==> src/rtl/des_pkg.sv <==
// Shared DES definitions: FSM state type, widths, shift schedule,
// permutation/S-box tables and the permutation helpers built on them.
package des_pkg;

  typedef enum logic [1:0] {IDLE, ROUND, DONE} state_t;

  localparam int ROUNDS  = 16;
  localparam int BLOCK_W = 64;
  localparam int HALF_W  = 32;
  localparam int RK_W    = 48;
  localparam int KH_W    = 28;
  localparam logic [3:0] LAST_ROUND = 4'(ROUNDS - 1);

  // Left-rotate amounts for encryption rounds 1..16; decryption walks it backwards.
  localparam logic [1:0] SHIFT [16] = '{2'd1, 2'd1, 2'd2, 2'd2, 2'd2, 2'd2, 2'd2, 2'd2,
                                        2'd1, 2'd2, 2'd2, 2'd2, 2'd2, 2'd2, 2'd2, 2'd1};

  // Tables hold 1-based DES bit numbers, bit 1 = MSB.
  localparam int IP_T [64] = '{58,50,42,34,26,18,10,2,60,52,44,36,28,20,12,4,
                               62,54,46,38,30,22,14,6,64,56,48,40,32,24,16,8,
                               57,49,41,33,25,17,9,1,59,51,43,35,27,19,11,3,
                               61,53,45,37,29,21,13,5,63,55,47,39,31,23,15,7};
  localparam int FP_T [64] = '{40,8,48,16,56,24,64,32,39,7,47,15,55,23,63,31,
                               38,6,46,14,54,22,62,30,37,5,45,13,53,21,61,29,
                               36,4,44,12,52,20,60,28,35,3,43,11,51,19,59,27,
                               34,2,42,10,50,18,58,26,33,1,41,9,49,17,57,25};
  localparam int E_T [48] = '{32,1,2,3,4,5,4,5,6,7,8,9,8,9,10,11,12,13,12,13,14,15,16,17,
                              16,17,18,19,20,21,20,21,22,23,24,25,24,25,26,27,28,29,28,29,30,31,32,1};
  localparam int P_T [32] = '{16,7,20,21,29,12,28,17,1,15,23,26,5,18,31,10,
                              2,8,24,14,32,27,3,9,19,13,30,6,22,11,4,25};
  localparam int PC1_T [56] = '{57,49,41,33,25,17,9,1,58,50,42,34,26,18,
                                10,2,59,51,43,35,27,19,11,3,60,52,44,36,
                                63,55,47,39,31,23,15,7,62,54,46,38,30,22,
                                14,6,61,53,45,37,29,21,13,5,28,20,12,4};
  localparam int PC2_T [48] = '{14,17,11,24,1,5,3,28,15,6,21,10,23,19,12,4,
                                26,8,16,7,27,20,13,2,41,52,31,37,47,55,30,40,
                                51,45,33,48,44,49,39,56,34,53,46,42,50,36,29,32};

  localparam int S_T [8][64] = '{
    '{14,4,13,1,2,15,11,8,3,10,6,12,5,9,0,7, 0,15,7,4,14,2,13,1,10,6,12,11,9,5,3,8,
      4,1,14,8,13,6,2,11,15,12,9,7,3,10,5,0, 15,12,8,2,4,9,1,7,5,11,3,14,10,0,6,13},
    '{15,1,8,14,6,11,3,4,9,7,2,13,12,0,5,10, 3,13,4,7,15,2,8,14,12,0,1,10,6,9,11,5,
      0,14,7,11,10,4,13,1,5,8,12,6,9,3,2,15, 13,8,10,1,3,15,4,2,11,6,7,12,0,5,14,9},
    '{10,0,9,14,6,3,15,5,1,13,12,7,11,4,2,8, 13,7,0,9,3,4,6,10,2,8,5,14,12,11,15,1,
      13,6,4,9,8,15,3,0,11,1,2,12,5,10,14,7, 1,10,13,0,6,9,8,7,4,15,14,3,11,5,2,12},
    '{7,13,14,3,0,6,9,10,1,2,8,5,11,12,4,15, 13,8,11,5,6,15,0,3,4,7,2,12,1,10,14,9,
      10,6,9,0,12,11,7,13,15,1,3,14,5,2,8,4, 3,15,0,6,10,1,13,8,9,4,5,11,12,7,2,14},
    '{2,12,4,1,7,10,11,6,8,5,3,15,13,0,14,9, 14,11,2,12,4,7,13,1,5,0,15,10,3,9,8,6,
      4,2,1,11,10,13,7,8,15,9,12,5,6,3,0,14, 11,8,12,7,1,14,2,13,6,15,0,9,10,4,5,3},
    '{12,1,10,15,9,2,6,8,0,13,3,4,14,7,5,11, 10,15,4,2,7,12,9,5,6,1,13,14,0,11,3,8,
      9,14,15,5,2,8,12,3,7,0,4,10,1,13,11,6, 4,3,2,12,9,5,15,10,11,14,1,7,6,0,8,13},
    '{4,11,2,14,15,0,8,13,3,12,9,7,5,10,6,1, 13,0,11,7,4,9,1,10,14,3,5,12,2,15,8,6,
      1,4,11,13,12,3,7,14,10,15,6,8,0,5,9,2, 6,11,13,8,1,4,10,7,9,5,0,15,14,2,3,12},
    '{13,2,8,4,6,15,11,1,10,9,3,14,5,0,12,7, 1,15,13,8,10,3,7,4,12,5,6,11,0,14,9,2,
      7,11,4,1,9,12,14,2,0,6,10,13,15,3,5,8, 2,1,14,7,4,10,8,13,15,12,9,0,3,5,6,11}};

  function automatic logic [0:63] des_ip(input logic [0:63] x);
    logic [0:63] y;
    for (int i = 0; i < 64; i++) y[6'(i)] = x[6'(IP_T[6'(i)] - 1)];
    return y;
  endfunction

  function automatic logic [0:63] des_fp(input logic [0:63] x);
    logic [0:63] y;
    for (int i = 0; i < 64; i++) y[6'(i)] = x[6'(FP_T[6'(i)] - 1)];
    return y;
  endfunction

  function automatic logic [0:47] des_e(input logic [0:31] x);
    logic [0:47] y;
    for (int i = 0; i < 48; i++) y[6'(i)] = x[5'(E_T[6'(i)] - 1)];
    return y;
  endfunction

  function automatic logic [0:31] des_p(input logic [0:31] x);
    logic [0:31] y;
    for (int i = 0; i < 32; i++) y[5'(i)] = x[5'(P_T[5'(i)] - 1)];
    return y;
  endfunction

  function automatic logic [0:55] des_pc1(input logic [0:63] x);
    logic [0:55] y;
    for (int i = 0; i < 56; i++) y[6'(i)] = x[6'(PC1_T[6'(i)] - 1)];
    return y;
  endfunction

  function automatic logic [0:47] des_pc2(input logic [0:55] x);
    logic [0:47] y;
    for (int i = 0; i < 48; i++) y[6'(i)] = x[6'(PC2_T[6'(i)] - 1)];
    return y;
  endfunction

  // Row comes from the outer bits, column from the inner four.
  function automatic logic [0:3] des_sbox_lookup(input int k, input logic [0:5] x);
    return 4'(S_T[3'(k)][{x[0], x[5], x[1:4]}]);
  endfunction

  function automatic logic [0:27] rotl28(input logic [0:27] x, input logic [1:0] n);
    case (n)
      2'd1:    return {x[1:27], x[0]};
      2'd2:    return {x[2:27], x[0:1]};
      default: return x;
    endcase
  endfunction

  function automatic logic [0:27] rotr28(input logic [0:27] x, input logic [1:0] n);
    case (n)
      2'd1:    return {x[27], x[0:26]};
      2'd2:    return {x[26:27], x[0:25]};
      default: return x;
    endcase
  endfunction

endpackage

==> src/rtl/des_key_schedule.sv <==
// DES key schedule: PC1 on load, one round key per step.
// dir=0 (decrypt): key = PC2(C,D), then rotate right; first key is K16.
// dir=1 (encrypt): rotate left first, key = PC2 of the rotated halves; first key is K1.
module des_key_schedule
  import des_pkg::*;
(
  input  logic              clk,
  input  logic              reset,
  input  logic              load,
  input  logic              step,
  input  logic              dir,
  input  logic [0:63]       key_din,
  output logic [0:RK_W-1]   round_key
);

  logic [0:KH_W-1] c_q, d_q, c_enc, d_enc;
  logic [3:0]      idx_q;
  logic [1:0]      sh_enc, sh_dec;

  // Rotation amounts and the round key for the current round index.
  always_comb begin
    sh_enc    = SHIFT[idx_q];
    sh_dec    = SHIFT[4'd15 - idx_q];
    c_enc     = rotl28(c_q, sh_enc);
    d_enc     = rotl28(d_q, sh_enc);
    round_key = dir ? des_pc2({c_enc, d_enc}) : des_pc2({c_q, d_q});
  end

  // C/D registers: load from PC1, then advance one round per step.
  always_ff @(posedge clk) begin
    if (reset) begin
      c_q   <= '0;
      d_q   <= '0;
      idx_q <= '0;
    end else if (load) begin
      {c_q, d_q} <= des_pc1(key_din);
      idx_q      <= '0;
    end else if (step) begin
      idx_q <= idx_q + 4'd1;
      if (dir) begin
        c_q <= c_enc;
        d_q <= d_enc;
      end else if (idx_q != LAST_ROUND) begin
        c_q <= rotr28(c_q, sh_dec);
        d_q <= rotr28(d_q, sh_dec);
      end
    end
  end

endmodule

==> src/rtl/des_sbox.sv <==
// The eight DES substitution boxes, 6 bits in, 4 bits out, DES bit order.
module des_sbox1 import des_pkg::*; (input logic [0:5] din, output logic [0:3] dout);
  assign dout = des_sbox_lookup(0, din);
endmodule

module des_sbox2 import des_pkg::*; (input logic [0:5] din, output logic [0:3] dout);
  assign dout = des_sbox_lookup(1, din);
endmodule

module des_sbox3 import des_pkg::*; (input logic [0:5] din, output logic [0:3] dout);
  assign dout = des_sbox_lookup(2, din);
endmodule

module des_sbox4 import des_pkg::*; (input logic [0:5] din, output logic [0:3] dout);
  assign dout = des_sbox_lookup(3, din);
endmodule

module des_sbox5 import des_pkg::*; (input logic [0:5] din, output logic [0:3] dout);
  assign dout = des_sbox_lookup(4, din);
endmodule

module des_sbox6 import des_pkg::*; (input logic [0:5] din, output logic [0:3] dout);
  assign dout = des_sbox_lookup(5, din);
endmodule

module des_sbox7 import des_pkg::*; (input logic [0:5] din, output logic [0:3] dout);
  assign dout = des_sbox_lookup(6, din);
endmodule

module des_sbox8 import des_pkg::*; (input logic [0:5] din, output logic [0:3] dout);
  assign dout = des_sbox_lookup(7, din);
endmodule

==> src/rtl/des_decrypt_engine.sv <==
// Iterative DES engine, one Feistel round per clock, 17-cycle latency.
// Build option: DES_ENGINE_ENCRYPT_MODE_EN adds the encrypt_sel port
// (sampled at accept) selecting encryption key order K1..K16.
module des_decrypt_engine
  import des_pkg::*;
(
  input  logic        clk,
  input  logic        reset,
  input  logic        din_valid,
  output logic        din_ready,
  input  logic [0:63] ciphertext_din,
  input  logic [0:63] key_din,
`ifdef DES_ENGINE_ENCRYPT_MODE_EN
  input  logic        encrypt_sel,
`endif
  output logic        dout_valid,
  input  logic        dout_ready,
  output logic [0:63] plaintext_dout
);

  state_t               state_q, state_d;
  logic [0:HALF_W-1]    l_q, r_q, f_out, sout;
  logic [0:RK_W-1]      rk, er;
  logic [0:BLOCK_W-1]   pt_q;
  logic [3:0]           cnt_q;
  logic                 dv_q, load, step, dir;

`ifdef DES_ENGINE_ENCRYPT_MODE_EN
  logic enc_q;

  // Direction is latched with the block so it cannot change mid-run.
  always_ff @(posedge clk) begin
    if (reset)     enc_q <= 1'b0;
    else if (load) enc_q <= encrypt_sel;
  end
  assign dir = enc_q;
`else
  assign dir = 1'b0;
`endif

  des_key_schedule u_ks (
    .clk       (clk),
    .reset     (reset),
    .load      (load),
    .step      (step),
    .dir       (dir),
    .key_din   (key_din),
    .round_key (rk)
  );

  assign er = des_e(r_q) ^ rk;

  des_sbox1 u_s1 (.din(er[0:5]),   .dout(sout[0:3]));
  des_sbox2 u_s2 (.din(er[6:11]),  .dout(sout[4:7]));
  des_sbox3 u_s3 (.din(er[12:17]), .dout(sout[8:11]));
  des_sbox4 u_s4 (.din(er[18:23]), .dout(sout[12:15]));
  des_sbox5 u_s5 (.din(er[24:29]), .dout(sout[16:19]));
  des_sbox6 u_s6 (.din(er[30:35]), .dout(sout[20:23]));
  des_sbox7 u_s7 (.din(er[36:41]), .dout(sout[24:27]));
  des_sbox8 u_s8 (.din(er[42:47]), .dout(sout[28:31]));

  assign f_out          = des_p(sout);
  assign dout_valid     = dv_q;
  assign plaintext_dout = pt_q;

  // State register.
  always_ff @(posedge clk) begin
    if (reset) state_q <= IDLE;
    else       state_q <= state_d;
  end

  // Next state plus accept / key-step strobes.
  always_comb begin
    state_d   = state_q;
    din_ready = 1'b0;
    load      = 1'b0;
    step      = 1'b0;
    case (state_q)
      IDLE: begin
        din_ready = 1'b1;
        if (din_valid) begin
          load    = 1'b1;
          state_d = ROUND;
        end
      end
      ROUND: begin
        step = 1'b1;
        if (cnt_q == LAST_ROUND) state_d = DONE;
      end
      DONE: begin
        if (dout_ready) state_d = IDLE;
      end
      default: state_d = IDLE;
    endcase
  end

  // Feistel datapath, round counter and result register.
  always_ff @(posedge clk) begin
    if (reset) begin
      l_q   <= '0;
      r_q   <= '0;
      cnt_q <= '0;
      pt_q  <= '0;
      dv_q  <= 1'b0;
    end else begin
      if (load) begin
        {l_q, r_q} <= des_ip(ciphertext_din);
        cnt_q      <= '0;
      end
      if (step) begin
        l_q   <= r_q;
        r_q   <= l_q ^ f_out;
        cnt_q <= cnt_q + 4'd1;
        if (cnt_q == LAST_ROUND) begin
          pt_q <= des_fp({l_q ^ f_out, r_q});
          dv_q <= 1'b1;
        end
      end
      if (state_q == DONE && dout_ready) dv_q <= 1'b0;
    end
  end

endmodule

==> config.mk <==
export PLATFORM = sky130hd
export DESIGN_NAME = des_decrypt_engine
export DESIGN_NICKNAME = d
export VERILOG_FILES = /design/src/rtl/des_pkg.sv /design/src/rtl/des_key_schedule.sv /design/src/rtl/des_sbox.sv /design/src/rtl/des_decrypt_engine.sv
export SDC_FILE = /design/constraint.sdc
export NUM_CORES = 1
export LEC_CHECK = 0
export BUFFER_PORTS_ARGS = -buffer_cell sky130_fd_sc_hd__buf_2
export CAP_MARGIN = 40
export CELL_PAD_IN_SITES_DETAIL_PLACEMENT = 1
export CELL_PAD_IN_SITES_GLOBAL_PLACEMENT = 1
export CORE_MARGIN = 1
export CORE_UTILIZATION = 33
export CTS_CLUSTER_DIAMETER = 60
export DETAILED_ROUTE_END_ITERATION = 8
export HOLD_SLACK_MARGIN = 0.05
export PLACE_DENSITY = 0.88
export SLEW_MARGIN = 5
export SYNTH_ARGS = -nofsm -noshare
export SYNTH_HDL_FRONTEND = slang
export SYNTH_SLANG_ARGS = --single-unit
==> constraint.sdc <==
create_clock -name clk -period 2.99 [get_ports clk]
set_input_delay 0.598 -clock clk [delete_from_list [all_inputs] [get_ports clk]]
set_output_delay 0.598 -clock clk [all_outputs]
set_load 0.02 [all_outputs]
==> impl_results.md <==
* Worst reg2reg path startpoint: u_ks.c_q[5]
* Clk pwr share at 0.278
* Number of I/O port buffers at 23
* R2R cell count at 7
* GRT overflow at 0
* DR DRC count at 0
* Vias in the first global route at 3414
* Hold_ws at 0.480 ns
* Synth top area share at 0.276
* Synth Flop Type: dfxtp_1
* CP max FO at 7
* Largest net degree at the start of global routing at 48
* Drt pass-1 iters at 4
* Count leader, synth: nor2_1
* Power, Total at 2190 uW
* Number of flops mapped to enable cells by yosys at 0
* Wirelength, routed at 10.5 mm
* Area of the multi-input gates at 2540 sq um
* End point of the critical path: plaintext_dout[27]
* Cell chain of the critical path: inv_1, ha_1, xor2_1, mux4_2, mux2i_1, xor2_1, a211oi_1
* Buf/Inv on CP at 1
* Crit path kind: reg2reg
* Pins Over Slew Limit at 0
* Async S/R FF share, synth at 0
* Max_slew headroom at 0.416
* Vias at 3468
* Final setup violation count at 0
* Layout cells sized above 1 at 0.0902
* FF-to-FF End: plaintext_dout[27]
* RD Place Congestion at 0.814
* Top cells by area, synth: dfxtp_1 (28%), buf_4 (11%), nor2_1 (9.4%)
* WL/cell at 15.7 um
* Post-CTS setup buffer count at 0
* Leak at 0.00178 uW
* H-tree depth at 2
* PwrDens at 522 nW/um^2
* Register area share after synthesis at 0.276
* Sw power at 821 uW
* Slew @ Worst Pin at 0.876 ns
* Syn avg cell area at 7.91 sq um
* Hold Vio Cnt, Final at 0
* Die Wd at 113 um
* First-pass GRT wire length at 17.0 mm
* Int Pwr at 1370 uW
* Clock Latency Late Sink at 0.30 ns
* Total GRT Usage at 0.167
* Cell mode on critical path: xor2_1
* Startpoint Class: flop
* Gate power share at 0.329
* Die area at 12800 sq um
* Peak VDD IR at 0.213 mV
* Worst setup EP type: flop
* Crit share post-route at 0.874
* Vias per cell at 5.19
* Mapped Area at 4070 sq um
* Diode count at 0
* Clock-pin slew on the worst setup and hold paths at 0.08 ns
* Worst hold path class: reg2reg
* F_max at 383 MHz
* Cts hold-fix bufs at 0
* Slowest cell delay on critical path at 0.50 ns
* Cells resized by post-CTS repair at 0
* Tmin final at 2.61 ns
* Post-DP HPWL at 7.53 mm
* Initial antenna violation count at 0
* CTS tree: yes
* Top-level port count at 198
* Sw frac at 0.375
* Status: finished clean
* # nets final at 674
* Area leader, netlist: dfxtp_1
* Req. time, crit path at 3.14 ns
* Total CTS buffers at 5
* Synth cell types at 45
* Row count at 40
* Core area at 12000 sq um
* CP max-delay cell: dfxtp_1
* Area occupied by registers at 1120 sq um
* Starting density of the core at 0.339
* Critical path depth at 7
* Layout area overhead at 3.26%
* List of most frequent post-synthesis cells: nor2_1 (102), buf_4 (61), dfxtp_1 (56)
* Filler cells at 1484
* Syn Inst Count at 514
* Crit path from: u_ks.c_q[5]
* Die Y-Extent at 113 um
* Skew final at 0.00540 ns
* Crit path arrival time at 2.77 ns
* Final ANT Viol Nets at 0
* RSZ-0062 raised after global routing: false
* Slack of the worst reg-to-reg path at 0.38 ns
* Number of DRC markers in iteration 0 at 272
* Max-capacitance violation count at 0
* Setup TNS at 0 ns
* CP top delay family: multiplexers
* Clock sinks at 56
* Ys Warns at 0
* CTS Root Cell: clkbuf_16
* Max Root-Sink Buffers at 2
* Seq pwr share at 0.394
* FF+latch count, synth at 56
tightest hold or removal path: stages (launching register included):
cell	delay, ns
dfxtp_1	0.32
nand3_1	0.06
a21oi_1	0.05
power by group through the flow:
stage	Combinational, uW	Sequential [uW]	Clock, uW
finish	720	862	609
global route	799	868	658
CTS	720	862	626
detailed placement	715	878	0
global placement	666	873	0
floorplan	657	846	0
cell usage in the layout, fill, tap and decap left out, types with 6 or more instances in the layout:
master,Yosys,layout
mux2i_1,25,25
buf_2,6,23
o21ai_0,9,9
a211oi_1,14,14
nand3_1,13,13
ha_1,22,22
inv_1,12,12
xnor2_1,14,14
nand2_1,29,29
xor2_1,14,14
conb_1,1,61
nor3_1,9,9
dfxtp_1,56,56
a31oi_1,18,18
a21oi_1,35,35
a221oi_1,6,6
nor2_1,102,102
buf_4,61,7
metrics by stage:
step | instance area [sq um] | instances | worst slack, ns | utilization
after floorplan | 4290 | 574 | 0.840 | -
after global placement | 4050 | 660 | 0.465 | 0.338
after detailed placement | 4050 | 660 | 0.376 | 0.338
after CTS | 4200 | 668 | 0.369 | 0.350
after global routing | 4200 | 668 | 0.276 | 0.350
final | 4200 | 668 | 0.376 | 0.350
state kept, by name, summed over array words and instances (netlist names):
| name | cells |
|---|---|
| r_q | 7 |
| l_q | 7 |
| plaintext_dout | 3 |
| u_ks.idx_q | 4 |
| u_ks.c_q | 28 |
| cnt_q | 4 |
| dout_valid | 1 |
| state_q | 2 |
final cells by class:
| type | count | share of cell area |
|---|---|---|
| timing repair buffer | 30 | 0.0399 |
| inverter | 12 | 0.0107 |
| clock buffer | 6 | 0.0307 |
| tap | 147 | 0.0438 |
| clock inverter | 2 | 0.00387 |
| sequential | 56 | 0.267 |
| multi-input combinational | 415 | 0.604 |
metal layers:
metal | wire (um) | share of wire | vias up | GRT usage
li1 | - | - | 1653 | -
met1 | 4440 | 0.42 | 1715 | 0.198
met2 | 5480 | 0.52 | 94 | 0.307
met3 | 473 | 0.045 | 6 | 0.0391
met4 | 78 | 0.0074 | 0 | 0.0351
met5 | 0 | 0 | - | 0
worst min path at each step:
stage	from	slack [ns]	cells after the start	endpoint
2_1_floorplan	l_q[12]	0.45	2	l_q[12]
3_3_place_gp	l_q[12]	0.47	2	l_q[12]
3_5_place_dp	l_q[9]	0.47	2	l_q[9]
4_1_cts	l_q[9]	0.48	2	l_q[9]
5_1_grt	l_q[12]	0.51	2	l_q[12]
6_report	l_q[9]	0.48	2	l_q[9]
cells by family after synthesis:
| logic type | synth area share |
|---|---|
| buffers and inverters | 0.156 |
| and+or+nand+nor | 0.173 |
| AOI/OAI and AO/OA | 0.161 |
| adders and majority gates | 0.0677 |
| other | 0.000922 |
| muxes | 0.0948 |
| DFF | 0.276 |
| xor gates and xnor gates | 0.0711 |
No activity file was read; power rests on OpenSTA's default activity.
